File: config.mk
export PLATFORM = sky130hd
export DESIGN_NAME = game_update_sequencer
export DESIGN_NICKNAME = d
export VERILOG_FILES = /design/src/rtl/game_update_sequencer.sv
export SDC_FILE = /design/constraint.sdc
export NUM_CORES = 1
export LEC_CHECK = 0
export CAP_MARGIN = 20
export CORE_MARGIN = 2
export CORE_UTILIZATION = 51
export DETAILED_ROUTE_END_ITERATION = 10
export PLACE_DENSITY = 0.89
export SLEW_MARGIN = 20
export SYNTH_ARGS = -nofsm -noshare
export SYNTH_HDL_FRONTEND = slang
export SYNTH_SLANG_ARGS = --single-unit
File: constraint.sdc
create_clock -name clk -period 2.2 [get_ports clk]
set_input_delay 0.55 -clock clk [delete_from_list [all_inputs] [get_ports clk]]
set_output_delay 0.55 -clock clk [all_outputs]
set_load 0.02 [all_outputs]
File: src/rtl/game_update_sequencer.sv
// Per-frame scheduler: on a qualified frame it walks latch -> pacman -> ghosts -> collision -> commit.
// Moore pulse outputs; each engine handshake is guarded by a per-WAIT timeout.
module game_update_sequencer #(
  parameter int N_GHOSTS       = 4,
  parameter int TICK_DIV       = 1,
  parameter int TIMEOUT_CYCLES = 4096,
  parameter int TICK_W         = 16
) (
  input  logic                      clk,
  input  logic                      rst,
  input  logic                      frame_stb,
  input  logic                      enable,
  input  logic                      clear_err,
  output logic                      input_latch,
  output logic                      pac_start,
  input  logic                      pac_done,
  output logic                      ghost_start,
  output logic [$clog2(N_GHOSTS):0] ghost_idx,
  input  logic                      ghost_done,
  output logic                      coll_start,
  input  logic                      coll_done,
  output logic                      commit,
  output logic                      busy,
  output logic [TICK_W-1:0]         tick_count,
  output logic                      frame_overrun,
  output logic                      timeout_err
);

  localparam int GI_W  = $clog2(N_GHOSTS) + 1;
  localparam int DIV_W = (TICK_DIV > 1) ? $clog2(TICK_DIV) : 1;
  localparam int WC_W  = $clog2(TIMEOUT_CYCLES);
  localparam logic [DIV_W-1:0] DIV_LAST   = DIV_W'(TICK_DIV - 1);
  localparam logic [WC_W-1:0]  WAIT_LAST  = WC_W'(TIMEOUT_CYCLES - 1);
  localparam logic [GI_W-1:0]  GHOST_LAST = GI_W'(N_GHOSTS - 1);

  typedef enum logic [3:0] {
    S_IDLE, S_LATCH, S_PAC_START, S_PAC_WAIT, S_GHOST_START,
    S_GHOST_WAIT, S_COLL_START, S_COLL_WAIT, S_COMMIT
  } state_t;

  state_t            state, state_nxt;
  logic [DIV_W-1:0]  div_cnt;
  logic [WC_W-1:0]   wait_cnt;
  logic              qualified, is_wait, wait_exp;
  logic              tmo_hit, ghost_clr, ghost_inc;

  assign qualified   = frame_stb & enable;
  assign is_wait     = (state == S_PAC_WAIT) || (state == S_GHOST_WAIT) || (state == S_COLL_WAIT);
  assign wait_exp    = (wait_cnt == WAIT_LAST);

  assign input_latch = (state == S_LATCH);
  assign pac_start   = (state == S_PAC_START);
  assign ghost_start = (state == S_GHOST_START);
  assign coll_start  = (state == S_COLL_START);
  assign commit      = (state == S_COMMIT);
  assign busy        = (state != S_IDLE);

  // A done coinciding with expiry takes the normal path, so tmo_hit needs done low.
  always_comb begin
    state_nxt = state;
    tmo_hit   = 1'b0;
    ghost_clr = 1'b0;
    ghost_inc = 1'b0;
    case (state)
      S_IDLE:        if (qualified && (div_cnt == DIV_LAST)) state_nxt = S_LATCH;
      S_LATCH:       state_nxt = S_PAC_START;
      S_PAC_START:   state_nxt = S_PAC_WAIT;
      S_PAC_WAIT: begin
        if (pac_done || wait_exp) begin
          tmo_hit   = ~pac_done;
          ghost_clr = 1'b1;
          state_nxt = S_GHOST_START;
        end
      end
      S_GHOST_START: state_nxt = S_GHOST_WAIT;
      S_GHOST_WAIT: begin
        if (ghost_done || wait_exp) begin
          tmo_hit = ~ghost_done;
          if (ghost_idx == GHOST_LAST) begin
            state_nxt = S_COLL_START;
          end else begin
            ghost_inc = 1'b1;
            state_nxt = S_GHOST_START;
          end
        end
      end
      S_COLL_START:  state_nxt = S_COLL_WAIT;
      S_COLL_WAIT: begin
        if (coll_done || wait_exp) begin
          tmo_hit   = ~coll_done;
          state_nxt = S_COMMIT;
        end
      end
      S_COMMIT:      state_nxt = S_IDLE;
      default:       state_nxt = S_IDLE;
    endcase
  end

  always_ff @(posedge clk) begin
    if (rst) begin
      state         <= S_IDLE;
      div_cnt       <= '0;
      wait_cnt      <= '0;
      ghost_idx     <= '0;
      tick_count    <= '0;
      frame_overrun <= 1'b0;
      timeout_err   <= 1'b0;
    end else begin
      state <= state_nxt;
      if ((state == S_IDLE) && qualified)
        div_cnt <= (div_cnt == DIV_LAST) ? '0 : div_cnt + 1'b1;
      // Leaving a WAIT (or never being in one) restarts the count for the next WAIT.
      wait_cnt <= (is_wait && (state_nxt == state)) ? wait_cnt + 1'b1 : '0;
      if (ghost_clr)
        ghost_idx <= '0;
      else if (ghost_inc)
        ghost_idx <= ghost_idx + 1'b1;
      if (state == S_COMMIT)
        tick_count <= tick_count + 1'b1;
      if (qualified && (state != S_IDLE))
        frame_overrun <= 1'b1;
      else if (clear_err)
        frame_overrun <= 1'b0;
      if (tmo_hit)
        timeout_err <= 1'b1;
      else if (clear_err)
        timeout_err <= 1'b0;
    end
  end

endmodule
==> qor.yml <==
cts:
  post_cts_buffers: 0
  clock_path_buffers: 2
  cts_tree: "done"
  cts.clk_slew.worst_paths_ns: 0.10
  cts.sinks: 37
  root_buffer: "clkbuf_4"
  cts_buffers: 5
  cts_max_level: 2
  insertion_delay_ns: 0.35
floorplan:
  dieWidth_um: 62.75
  io_pins: 35
  core_sq_um: 3337
  rows: 21
  die_area_sq_um: 3938
  die_h_um: 62.75
  start_util_pct: 52.76
worst_setup_path:
  path_max_fanout: 5
  critical_path_arrival_ns: 1.59
  cp_cell_sequence: "or4_1 > clkdlybuf4s15_1"
  crit_slowest_cell: "or4_1"
  worstSetupEndpointType: "output pin"
  critPathRequiredTime_ns: 1.65
  worst_setup_path_start_kind: "register"
  crit_type: "register to output pin"
  critical-path-max-stage-delay_ns: 0.56
drt:
  first_pass_iters: 4
  remaining_drc_errors: 0
  drtAntennaViolNets: 0
  num_vias: 1603
  vias_per_cell: 5.528
  wire_per_inst_um: 13.15
  drtIter0Drc: 47
  wl_um: 3814
synthesis:
  ys_async_sr_fraction_pct: 0
  avgSynthCellArea_sq_um: 8.630
  syn_nets: 216
  yosys_warnings: 0
  yosysTopAreaCellShare_pct: 42.08
  syn_area_sq_um: 1760
  ys_types: 37
  synth_seq_cells: 37
  synthCells: 204
  synth-edff-count: 0
  yosys.area.top_type: "dfxtp_1"
  synth_flop_cell: "dfxtp_1"
  yosys-top-cells-area: "dfxtp_1 (42%), nor2_1 (5.5%), xor2_1 (4.5%)"
  yosysSeqAreaShare_pct: 42.08
place:
  portBuffers: 34
  dpl.hpwl_um: 2794
  dp_cells: 284
  place.gp.congestion: 0.8168
finish:
  num_antenna_cells: 0
  multi_input_area_sq_um: 943.4
  nNetsFinal: 257
  nFillCells: 286
  final_cells: 290
  post-route-util_pct: 66.40
  register_area_sq_um: 740.7
  area_growth_pct: 25.87
  drive_gt1_share_pct: 8.607
sta:
  fin_setup_tns_ns: 0
  timing.clock.skew_ns: 0.009897
  finalHoldViolations: 0
  fin_crit_ns: 2.145
  clock.fmax_mhz: 466.2
  rsz0062_at_grt: "no"
  fin_crit_sh_pct: 97.49
  final-setup-viol-count: 0
  slew_viol_final: 0
  hold-worst-slack_ns: 0.4832
  tightest_slew_ns: 0.3926
  max-slew-margin-rel_pct: 73.55
min_path:
  hold_class: "register to register"
pwr:
  power_mw: 1.096
  powerDensity_nw_per_um2: 494.7
  irDropWorstVdd_mv: 0.2681
  leakage_nw: 0.7585
run_status:
  status: "finished clean"
global_route:
  grt_overflow: 0
  track_usage_pct: 20.93
  grt_max_degree: 13
  antenna_found_initial: 0
  grt_pass1_wl_um: 6568
  grt_pass1_vias: 1555
run:
  max_cap_viol_count: 0
## area by class of cell
type / count / share of cell area, %
Inverter: 6 / 1.016
Sequential cell: 37 / 33.43
Clock inverter: 1 / 0.2259
Timing Repair Buffer: 44 / 18.46
Multi-Input combinational cell: 151 / 42.57
Tap cell: 46 / 2.597
Clock buffer: 5 / 1.694
## through the flow
stage | setup slack (ns) | instance area, sq um
CTS | 0.02028 | 2215
global placement | 0.1402 | 2180
global route | 0.003533 | 2216
floorplan | 0.2285 | 1760
detailed placement | 0.04041 | 2180
finish | 0.05522 | 2216
## Yosys cell counts, types with 2 or more instances
cell	n
buf_6	2
nor2_1	26
nand3_1	10
o31ai_1	5
nand4_1	6
ha_1	4
and4_1	3
inv_1	6
nor4_1	2
or4_1	6
nand2b_1	3
xor2_1	9
xnor2_1	7
or3_1	9
clkbuf_1	7
a21oi_1	14
nand3_2	2
and3_1	3
dfxtp_1	37
nand2_1	11
nor3_1	5
a31oi_1	3
o21ai_0	10
## placed cells by master (no fill, tap or decap), types with 6 or more instances in the layout
cell type and count:
nand2_1 11, nand4_1 6, nor2_1 26, dfxtp_1 37, xnor2_1 7, nand3_1 10
inv_1 6, buf_4 10, xor2_1 9, a21oi_1 14, or3_1 9, clkdlybuf4s50_1 28
o21ai_0 10, or4_1 6
## critical path: cells and delay by family, from the launching register on
kind / cells / cell delay (ns)
buf+inv: 1 / 0.33
simple gates: 1 / 0.56
flops: 1 / 0.36
## power by group
group	switching, mW	internal, mW	total, mW	leakage (nW)
combinational	0.0482	0.0417	0.0900	0.433
sequential	0.00445	0.674	0.679	0.298
clock	0.217	0.111	0.328	0.0269
## metal layers
metal	vias to the layer above	global-route usage, %	share of wire [%]
li1	815	-	-
met1	756	22.79	46
met2	27	35.62	49
met3	5	7.568	4.3
met4	0	10.83	1.2
met5	-	0	0
## state kept, by name, summed over array words and instances (netlist names)
register and count:
tick_count 16, ghost_idx 3, timeout_err 1, wait_cnt 12
frame_overrun 1, state 4
## repair_timing
item / in CTS / in global routing
hold buffers: 0 / 0
setup endpoints to repair: 6 / 1
hold endpoints to repair: 0 / 0
gates cloned: 0 / 0
resized for setup: 6 / 1
## cell families (layout without fill, tap and decap cells)
kind of cell    count (synthesis)  count (layout)  share of synthesized area [%]
compound gates                 38              38                          12.87
xor+xnor                       16              16                          7.961
fa+ha+maj                       4               4                          2.843
buf+inv                        16              56                          4.335
flops                          37              37                          42.08
mux                             2               2                          1.208
simple gates                   91              91                          28.71
## worst paths after layout
| path | from | to | slack (ns) | depth (start not counted) |
|---|---|---|---|---|
| worst max-delay path | state[0]$_SDFF_PP0_ | busy | 0.06 | 2 |
| worst min-delay path | wait_cnt[0]$_SDFF_PP0_ | wait_cnt[0]$_SDFF_PP0_ | 0.48 | 1 |
| worst max register to register | state[1]$_SDFF_PP0_ | tick_count[12]$_SDFFE_PP0P_ | 0.33 | 6 |
| worst min register to register | wait_cnt[0]$_SDFF_PP0_ | wait_cnt[0]$_SDFF_PP0_ | 0.48 | 1 |
(Power assumes the default switching activity.)
==> RTL change: new RTL, same settings <==
Re-encode `state_t` (9 states) as one-hot, 9 bits wide.
--- a/src/rtl/game_update_sequencer.sv
+++ b/src/rtl/game_update_sequencer.sv
@@ -35,5 +35,5 @@
 
-  typedef enum logic [3:0] {
-    S_IDLE, S_LATCH, S_PAC_START, S_PAC_WAIT, S_GHOST_START,
-    S_GHOST_WAIT, S_COLL_START, S_COLL_WAIT, S_COMMIT
+  typedef enum logic [8:0] {
+    S_IDLE = 9'b000000001, S_LATCH = 9'b000000010, S_PAC_START = 9'b000000100, S_PAC_WAIT = 9'b000001000, S_GHOST_START = 9'b000010000,
+    S_GHOST_WAIT = 9'b000100000, S_COLL_START = 9'b001000000, S_COLL_WAIT = 9'b010000000, S_COMMIT = 9'b100000000
   } state_t;
Function: no difference found for any inputs over 10 cycles, from zero or initial values and one cycle with rst high; not proved beyond that.
==> RTL change against the original RTL <==
Area after synthesis grew 22%. Sequential cell count rose by 5. The flow now finishes with violations (setup timing). Cell area rose by 24%. Worst setup slack got worse by 0.092 ns. Via count rose by 22%. Global-route usage grew 2.1 points. Wire length increased by 31%. Register-to-register slack lost 0.19 ns.
Power is not compared: it rests on default switching activity, and its combinational part moved more than twofold at a synthesized area within 25%.
==> RTL change: results (changes against the original RTL) <==
- Unique masters post-synth: 51 (+38%)
- Asr flop ratio synth: 0% (unchanged)
- Fillers: 333 (+16%)
- Setup TNS: -0.0366 ns (-0.0366 ns)
- CP startpoint: state[6]
- HPWL after detailed placement: 3440 um (+23%)
- DP Area: 2660 um^2 (+22%)
- First-pass GRT wire length: 8140 um (+24%)
- Yosys warns: 0 (unchanged)
- Pre-antenna DRT Iters: 5 (+1)
- Failing checks: setup timing
- Hold Crit Class: reg2reg
- Worst slew pin tran: 0.520 ns (+0.128 ns)
- Seq/Total Area, Yosys: 39.3% (-2.8 points)
- DR WL/cell: 14.5 um (+11%)
- Fraction of layout cells with a size suffix above 1: 22.4% (+14 points)
- Clk_lat worst skew: 0.29 ns (-0.06 ns)
- Total track usage: 23.0% (+2.1 points)
- Run status: finished with violations
- Root Driver: clkbuf_8
- Slowest Stage Delay on Critical Path: 0.52 ns (-0.04 ns)
- CTS Hold Bufs: 0 (unchanged)
- N_diodes: 0 (unchanged)
- Routed Antenna Nets: 0 (unchanged)
- Nets: 306 (+19%)
- Vias in the first global route: 1824 (+17%)
- Antenna violations before repair: 0 (unchanged)
- Crit path DAT: 1.69 ns (+0.10 ns)
- Port bufs: 34 (unchanged)
- Htree depth: 2 (unchanged)
- Synth area leaders: dfxtp_1 (39%), xor2_1 (8.6%), nor2_1 (6.1%), nor4_4 (4.0%), nand3_1 (3.3%)
- Routed via count: 1959 (+22%)
- Most frequent cells after synthesis: dfxtp_1 (42), nor2_1 (35), xor2_1 (21)
- Max clock buf depth: 2 (unchanged)
- Largest registers: tick_count (16), wait_cnt (12), state (9)
- FF-to-FF Start: state[8]
- Clock skew after layout: 0.00786 ns (-0.00203 ns)
- Worst path slowest cell: or4_4
- Net Count, Synth: 253 (+17%)
- CP max FO: 3 (-2)
- Pin count of the biggest net entering global routing: 27 (+14)
- Ys flop type: dfxtp_1
- Delay-heaviest family, CP: simple AND/OR/NAND/NOR gates
- PnR worst setup slack: -0.0366 ns (-0.0918 ns)
- Routability congestion estimate: 0.882 (+8.0%)
- Max VDD drop: 0.000277 V
- HP Start: wait_cnt[0]
- Clock slew at reported path FFs: 0.08 ns (-0.02 ns)
- Final setup fails: 1 (+1)
- Lkg Pwr: 0.00103 uW
- DRT iter0 DRCs: 108 (+130%)
- CTS Buf Count: 5 (unchanged)
- Setup Buffers After CTS: 0 (unchanged)
-- RTL change: cell types whose count changed in the layout (fill, tap and decap cells not counted), moves of 5 or more --
cell / unedited run / this run
clkbuf_4: 5 / 0
nor3_2: 0 / 10
clkbuf_8: 0 / 5
buf_4: 10 / 22
o21ai_0: 10 / 1
buf_2: 0 / 5
nor2_1: 26 / 35
dlygate4sd2_1: 5 / 0
or3_1: 9 / 0
nand2_1: 11 / 17
a21oi_1: 14 / 4
xor2_1: 9 / 21
-- RTL change: stage by stage --
stage               hold slack, ns  setup slack, ns  instances  total power (uW)
finish                       0.471          -0.0366        344              1560
global route                 0.502          -0.0699        344              1620
CTS                          0.481         -0.00532        344              1550
detailed placement           0.467           -0.146        337              1070
global placement             0.457           -0.123        337              1060
floorplan                    0.437           0.0401        241               949
-- RTL change: power by group --
part	switching [uW]	total [uW]	leakage (uW)	internal (uW)
combinational	153	298	0.000644	144
sequential	10.8	788	0.000339	777
clock	259	472	0.0000438	213
total	423	1560	0.00103	1140
-- RTL change: final timing paths --
check,end,slack [ns],depth (start not counted)
worst max register to register,wait_cnt[6],0.14,8
worst min-delay path,wait_cnt[0],0.47,1
worst max-delay path,busy,-0.04,3
worst min register to register,wait_cnt[0],0.47,1
-- RTL change: kinds of logic (layout without fill, tap and decap cells) --
group / count (synthesis) / after routing / share of synthesized area (%)
AOI/OAI and AO/OA: 21 / 21 / 7.55
and+or+nand+nor: 125 / 125 / 34.5
buffers and inverters: 19 / 72 / 3.86
muxes: 3 / 3 / 1.40
xor gates and xnor gates: 27 / 27 / 11.1
adders and majority gates: 4 / 4 / 2.34
DFF: 42 / 42 / 39.3
-- RTL change: layer usage --
layer	track usage (%)	part of all wire (%)	vias up
met1	26.7	41	914
met3	6.17	6.3	14
li1	-	-	958
met4	8.58	1.9	0
met5	0	0	-
met2	40.5	50	73
-- RTL change: final cells by class --
class,count,area (um^2),area share [%]
inverters,9,33.8,1.23
flip-flops and latches,42,845,30.7
clock buffers,5,68.8,2.50
clock inverters,2,10.0,0.364
repair buffers,56,482,17.5
well taps,50,62.6,2.27
multi-input cells,180,1250,45.4
-- RTL change: timing repair --
item	CTS	global route
pin swaps	0	3
setup endpoints to repair	6	13
resized for setup	27	12
